`src/rtl/regfile_dump_reader_if.sv`:
```
// Register-file read port plus the {index, data} output stream of the dump reader.
// The master side belongs to the dump reader and the slave side to the consumer/regfile.
interface regfile_dump_reader_if #(
    parameter int AW = 5,
    parameter int DW = 32
);
    logic [AW-1:0] rn;
    logic [DW-1:0] q;
    logic          out_valid;
    logic          out_ready;
    logic [AW-1:0] out_idx;
    logic [DW-1:0] out_data;

    modport master (
        output rn,
        input  q,
        output out_valid,
        input  out_ready,
        output out_idx,
        output out_data
    );

    modport slave (
        input  rn,
        output q,
        input  out_valid,
        output out_ready,
        input  out_idx,
        input  out_data
    );
endinterface

```
`src/rtl/regfile_dump_reader.sv`:
```
// Debug dump engine: walks an inclusive register range on a spare read port and
// streams {index, data} words; it only reads the register file and never writes it.
//
//   state | meaning
//   IDLE  | waiting for start; a bad range (first > last) pulses err
//   READ  | rn is stable, capture q into the output word
//   SEND  | hold out_valid until the consumer accepts the word
//   DONE  | single-cycle done pulse, then back to IDLE
module regfile_dump_reader #(
    parameter int AW = 5,
    parameter int DW = 32
) (
    input  logic                   i_clk,
    input  logic                   i_clr,
    input  logic                   i_start,
    input  logic [AW-1:0]          i_first,
    input  logic [AW-1:0]          i_last,
    input  logic                   i_abort,
    regfile_dump_reader_if.master  bus,
    output logic                   o_busy,
    output logic                   o_done,
    output logic                   o_err
);
    typedef enum logic [1:0] {
        IDLE = 2'd0,
        READ = 2'd1,
        SEND = 2'd2,
        DONE = 2'd3
    } state_t;

    state_t        r_state;
    logic [AW-1:0] r_rn;
    logic [AW-1:0] r_last;
    logic [AW-1:0] r_out_idx;
    logic [DW-1:0] r_out_data;
    logic          r_out_valid;
    logic          r_done;
    logic          r_err;

    always_ff @(posedge i_clk) begin
        if (i_clr) begin
            r_state     <= IDLE;
            r_rn        <= '0;
            r_last      <= '0;
            r_out_idx   <= '0;
            r_out_data  <= '0;
            r_out_valid <= 1'b0;
            r_done      <= 1'b0;
            r_err       <= 1'b0;
        end else begin
            r_done <= 1'b0;
            r_err  <= 1'b0;
            case (r_state)
                IDLE: begin
                    if (i_start) begin
                        if (i_first <= i_last) begin
                            r_last  <= i_last;
                            r_rn    <= i_first;
                            r_state <= READ;
                        end else begin
                            r_err <= 1'b1;
                        end
                    end
                end
                READ: begin
                    if (i_abort) begin
                        r_state <= IDLE;
                    end else begin
                        r_out_data  <= bus.q;
                        r_out_idx   <= r_rn;
                        r_out_valid <= 1'b1;
                        r_state     <= SEND;
                    end
                end
                SEND: begin
                    // abort wins over a handshake in the same cycle
                    if (i_abort) begin
                        r_out_valid <= 1'b0;
                        r_state     <= IDLE;
                    end else if (bus.out_ready) begin
                        r_out_valid <= 1'b0;
                        if (r_out_idx == r_last) begin
                            r_done  <= 1'b1;
                            r_state <= DONE;
                        end else begin
                            r_rn    <= r_rn + 1'b1;
                            r_state <= READ;
                        end
                    end
                end
                DONE: begin
                    r_state <= IDLE;
                end
                default: begin
                    r_state <= IDLE;
                end
            endcase
        end
    end

    assign bus.rn        = r_rn;
    assign bus.out_valid = r_out_valid;
    assign bus.out_idx   = r_out_idx;
    assign bus.out_data  = r_out_data;
    assign o_busy        = (r_state != IDLE);
    assign o_done        = r_done;
    assign o_err         = r_err;
endmodule

```
`src/flat_wrapper.sv`:
```
// flat-port wrapper written by rule: the top's interface ports become plain ports
module regfile_dump_reader_flat 
#(
    parameter int AW = 5,
    parameter int DW = 32
)
  (i_clk, i_clr, i_start, i_first, i_last, i_abort, o_busy, o_done, o_err, bus_rn, bus_q, bus_out_valid, bus_out_ready, bus_out_idx, bus_out_data);
  regfile_dump_reader_if #(.AW(AW), .DW(DW)) bus_i ();
  input  logic i_clk;
  input  logic i_clr;
  input  logic i_start;
  input  logic [AW-1:0] i_first;
  input  logic [AW-1:0] i_last;
  input  logic i_abort;
  output logic o_busy;
  output logic o_done;
  output logic o_err;
  output wire logic [$bits(bus_i.rn)-1:0] bus_rn;
  input wire logic [$bits(bus_i.q)-1:0] bus_q;
  output wire logic [$bits(bus_i.out_valid)-1:0] bus_out_valid;
  input wire logic [$bits(bus_i.out_ready)-1:0] bus_out_ready;
  output wire logic [$bits(bus_i.out_idx)-1:0] bus_out_idx;
  output wire logic [$bits(bus_i.out_data)-1:0] bus_out_data;
  assign bus_rn = bus_i.rn;
  assign bus_i.q = bus_q;
  assign bus_out_valid = bus_i.out_valid;
  assign bus_i.out_ready = bus_out_ready;
  assign bus_out_idx = bus_i.out_idx;
  assign bus_out_data = bus_i.out_data;
  regfile_dump_reader #(.AW(AW), .DW(DW)) u_core (.i_clk(i_clk), .i_clr(i_clr), .i_start(i_start), .i_first(i_first), .i_last(i_last), .i_abort(i_abort), .bus(bus_i), .o_busy(o_busy), .o_done(o_done), .o_err(o_err));
endmodule
```
`config.mk`:
```
export PLATFORM = sky130hd
export DESIGN_NAME = regfile_dump_reader_flat
export DESIGN_NICKNAME = d
export VERILOG_FILES = /design/src/rtl/regfile_dump_reader_if.sv /design/src/rtl/regfile_dump_reader.sv /design/src/flat_wrapper.sv
export SDC_FILE = /design/constraint.sdc
export NUM_CORES = 1
export LEC_CHECK = 0
export CORE_ASPECT_RATIO = 0.8
export CORE_UTILIZATION = 43
export DETAILED_ROUTE_END_ITERATION = 6
export GPL_TIMING_DRIVEN = 0
export HOLD_SLACK_MARGIN = 0.15
export PLACE_DENSITY = 0.8
export SYNTH_ARGS = -nofsm -noshare
export SYNTH_HDL_FRONTEND = slang
export SYNTH_SLANG_ARGS = --single-unit
```
`constraint.sdc`:
```
create_clock -name i_clk -period 2.2 [get_ports i_clk]
set_input_delay 0.44 -clock i_clk [delete_from_list [all_inputs] [get_ports i_clk]]
set_output_delay 0.44 -clock i_clk [all_outputs]
set_load 0.05 [all_outputs]
```
==> impl_metrics.yaml <==
run_status:
  status: "completed"
yosys:
  syn-cell-area_um2: 2260
  yosysWarnings: 0
  syn_inst: 267
  yosys.cell_types.count: 38
  syn_avg_cell_area_um2: 8.45
  ys_seq_area_frac: 0.461
  synth-seq-cells: 52
  syn_nets: 320
routing:
  dr_total_vias: 2101
  drtAntennaViolNets: 0
  drc: 0
  drt_iter0_drc: 164
  via_per_inst: 4.91
  firstDrtPassIters: 4
  routed_wl_um: 5620
  wire_per_inst_um: 13.1
timing:
  finalHoldViolations: 0
  grt_setup_unrepaired: "false"
  period_minus_slack_ps: 2080
  finalCritPeriodShare: 0.947
  tightest_slew_ps: 533
  finClkSkew_ps: 4.95
  slew_viol_final: 0
  final-setup-viol-count: 0
  slew_headroom: 0.645
  fin_setup_tns_ps: 0
  max_freq_mhz: 480
  setup_slack_ps: 116
pwr:
  pwr-share-comb: 0.215
  leakage_nw: 1.21
  swShare: 0.272
  switchingPower_w: 0.000593
  clockPowerShare: 0.320
  power.density_nw_per_um2: 641
  power_frac_seq: 0.465
  ir_worst_vdd_v: 0.000435
  p_int_w: 0.00159
setup_path:
  cp-start-kind: "input port"
  rrSetupSlack_ps: 670
  worst-setup-path-type: "input port to flop"
  worst-path-buf-inv: 2
  path_delay_family: "compound AO/OA/AOI/OAI gates"
  cp_max_fo: 6
  worstSetupEndpointType: "flop"
  cp.required_ps: 2360
  slowest_delay_ps: 470
  arrival_ps: 2240
  crit_path_top_delay_cell: "clkdlybuf4s50_1"
  cp_cell_sequence: "clkdlybuf4s50_1 -> inv_1 -> ha_4 -> nand4_1 -> o221ai_2 -> nand3_2 -> a21oi_1 -> a311oi_1"
global_routing:
  antenna_found_initial: 0
  first_global_vias: 1928
  gr-total-overflow: 0
  track_usage: 0.207
  grt_pass1_wl_um: 9060
  grt_max_degree: 16
floorplanning:
  start_util: 0.448
  dieArea_um2: 5540
  dieHeight_um: 66.8
  rows: 23
  ios: 93
  core_area_um2: 5040
  die_w_um: 83.0
layout:
  drive_gt1_frac: 0.0902
  final_common_cell: "clkdlybuf4s50_1"
  final_nets: 418
  final_cell_mix: "clkdlybuf4s50_1, nand2_1, dfxtp_1"
  diodes: 0
  syn_to_final_growth_pct: 50.8
place:
  portBuffers: 91
  place.gp.congestion: 0.780
  dpl_worst_slack_ps: -260
  hpwl_um: 4180
hold_path:
  holdCritPathClass: "flop to flop"
cts:
  clkTransAtPathRegs_ps: 90
  clockBufferDepth: 2
  tritoncts: "done"
  clk_latency_ps: 300
  cts_hold_buf: 0
  cts_root_buf: "clkbuf_8"
  numCtsBuffers: 5
  htree_levels: 2
  cts_sinks: 52
run:
  maxCapViolations: 0
## power groups by stage
stage / Combinational [W] / Sequential (W) / Clock [W]
after floorplan: 0.000174 / 0.00113 / 0
after global placement: 0.000455 / 0.00103 / 0
after detailed placement: 0.000461 / 0.00103 / 0
after CTS: 0.000462 / 0.00101 / 0.000716
after global routing: 0.000504 / 0.00102 / 0.000766
final: 0.000469 / 0.00101 / 0.000698
## area by class of cell
type	instances	area, um2
sequential	52	1040
clock buffer	7	96.3
tap	62	77.6
buffer	16	109
inverter	8	30.0
fill	418	1630
timing repair buffer	91	912
multi-input combinational	191	1110
clock inverter	1	30.0
## flip-flops by register name, indices dropped and copies added (netlist names)
name	cells
u_core.o_done	1
u_core.bus.out_data	32
u_core.r_state	2
u_core.o_err	1
u_core.bus.out_idx	5
u_core.r_last	5
u_core.bus.out_valid	1
u_core.bus.rn	5
## through the flow
step,area [um2],power (W),utilization,hold slack [ps],instances
after floorplan,2260,0.00130,-,482,267
after global placement,3240,0.00149,0.644,441,420
after detailed placement,3240,0.00150,0.644,445,420
after CTS,3370,0.00219,0.669,458,428
after global routing,3400,0.00229,0.676,465,428
final,3400,0.00218,0.676,457,428
## synthesized netlist by cell type
library cell	instances	area share
a2111oi_4	1	0.012
a211oi_1	1	0.0033
a21oi_1	45	0.10
a21oi_4	1	0.0072
a311oi_1	1	0.0039
and2b_1	2	0.0067
and3_4	1	0.0050
buf_1	1	0.0017
buf_2	3	0.0067
buf_4	2	0.0067
buf_6	5	0.025
clkbuf_1	5	0.0083
dfxtp_1	52	0.46
ha_1	6	0.033
inv_1	8	0.013
mux2i_1	6	0.027
nand2_1	81	0.13
nand2_2	1	0.0028
nand2b_1	3	0.0083
nand3_1	3	0.0067
nand3b_1	1	0.0033
nand4_1	2	0.0055
nor2_1	8	0.013
nor2_2	1	0.0028
nor2b_4	1	0.0061
nor3_1	1	0.0022
nor4b_2	1	0.0067
o2111ai_1	4	0.016
o21a_1	1	0.0033
o21a_2	1	0.0039
o21ai_0	4	0.0089
o21ai_1	1	0.0022
o21bai_1	1	0.0033
o221ai_2	1	0.0067
o311ai_1	1	0.0039
or2_4	2	0.0078
xnor2_1	6	0.023
xor2_1	2	0.0078
## per-layer routing
metal	track usage	wire [um]	vias to the layer above
met5	0	0	-
met1	0.284	2670	944
met2	0.317	2510	65
met4	0.0733	78	0
met3	0.0496	356	9
li1	-	-	1083
## logic make-up after synthesis
logic type	after synthesis	share of synthesized area
xor+xnor	8	0.0311
compound gates	63	0.174
buf+inv	24	0.0616
simple gates	108	0.212
fa+ha+maj	6	0.0333
flops	52	0.461
mux	6	0.0266
## final timing paths
path | startpoint | endpoint | cells after the start
max | i_last[4] | u_core.bus.rn[1]$_SDFFE_PP0P_ | 8
min | u_core.bus.out_data[26]$_SDFFE_PP0P_ | u_core.bus.out_data[26]$_SDFFE_PP0P_ | 2
max reg2reg | u_core.r_state[1]$_SDFFE_PP0P_ | u_core.r_last[0]$_SDFFE_PP0P_ | 6
min reg2reg | u_core.bus.out_data[26]$_SDFFE_PP0P_ | u_core.bus.out_data[26]$_SDFFE_PP0P_ | 2
## timing repair
item                                    CTS  global route
setup buffers                             0             0
gates cloned                              0             0
resized for setup                         1             5
endpoints found under the setup margin    1             3
pin swaps                                 0             3
## worst reg2reg max path, cell delays in order (launching register included)
cell	delay, ps
dfxtp_1	310
buf_6	130
nor2_2	260
nand2_1	160
a21oi_4	260
mux2i_1	240
nor2_1	50
Note: power is estimated with default switching activity, not from simulation.
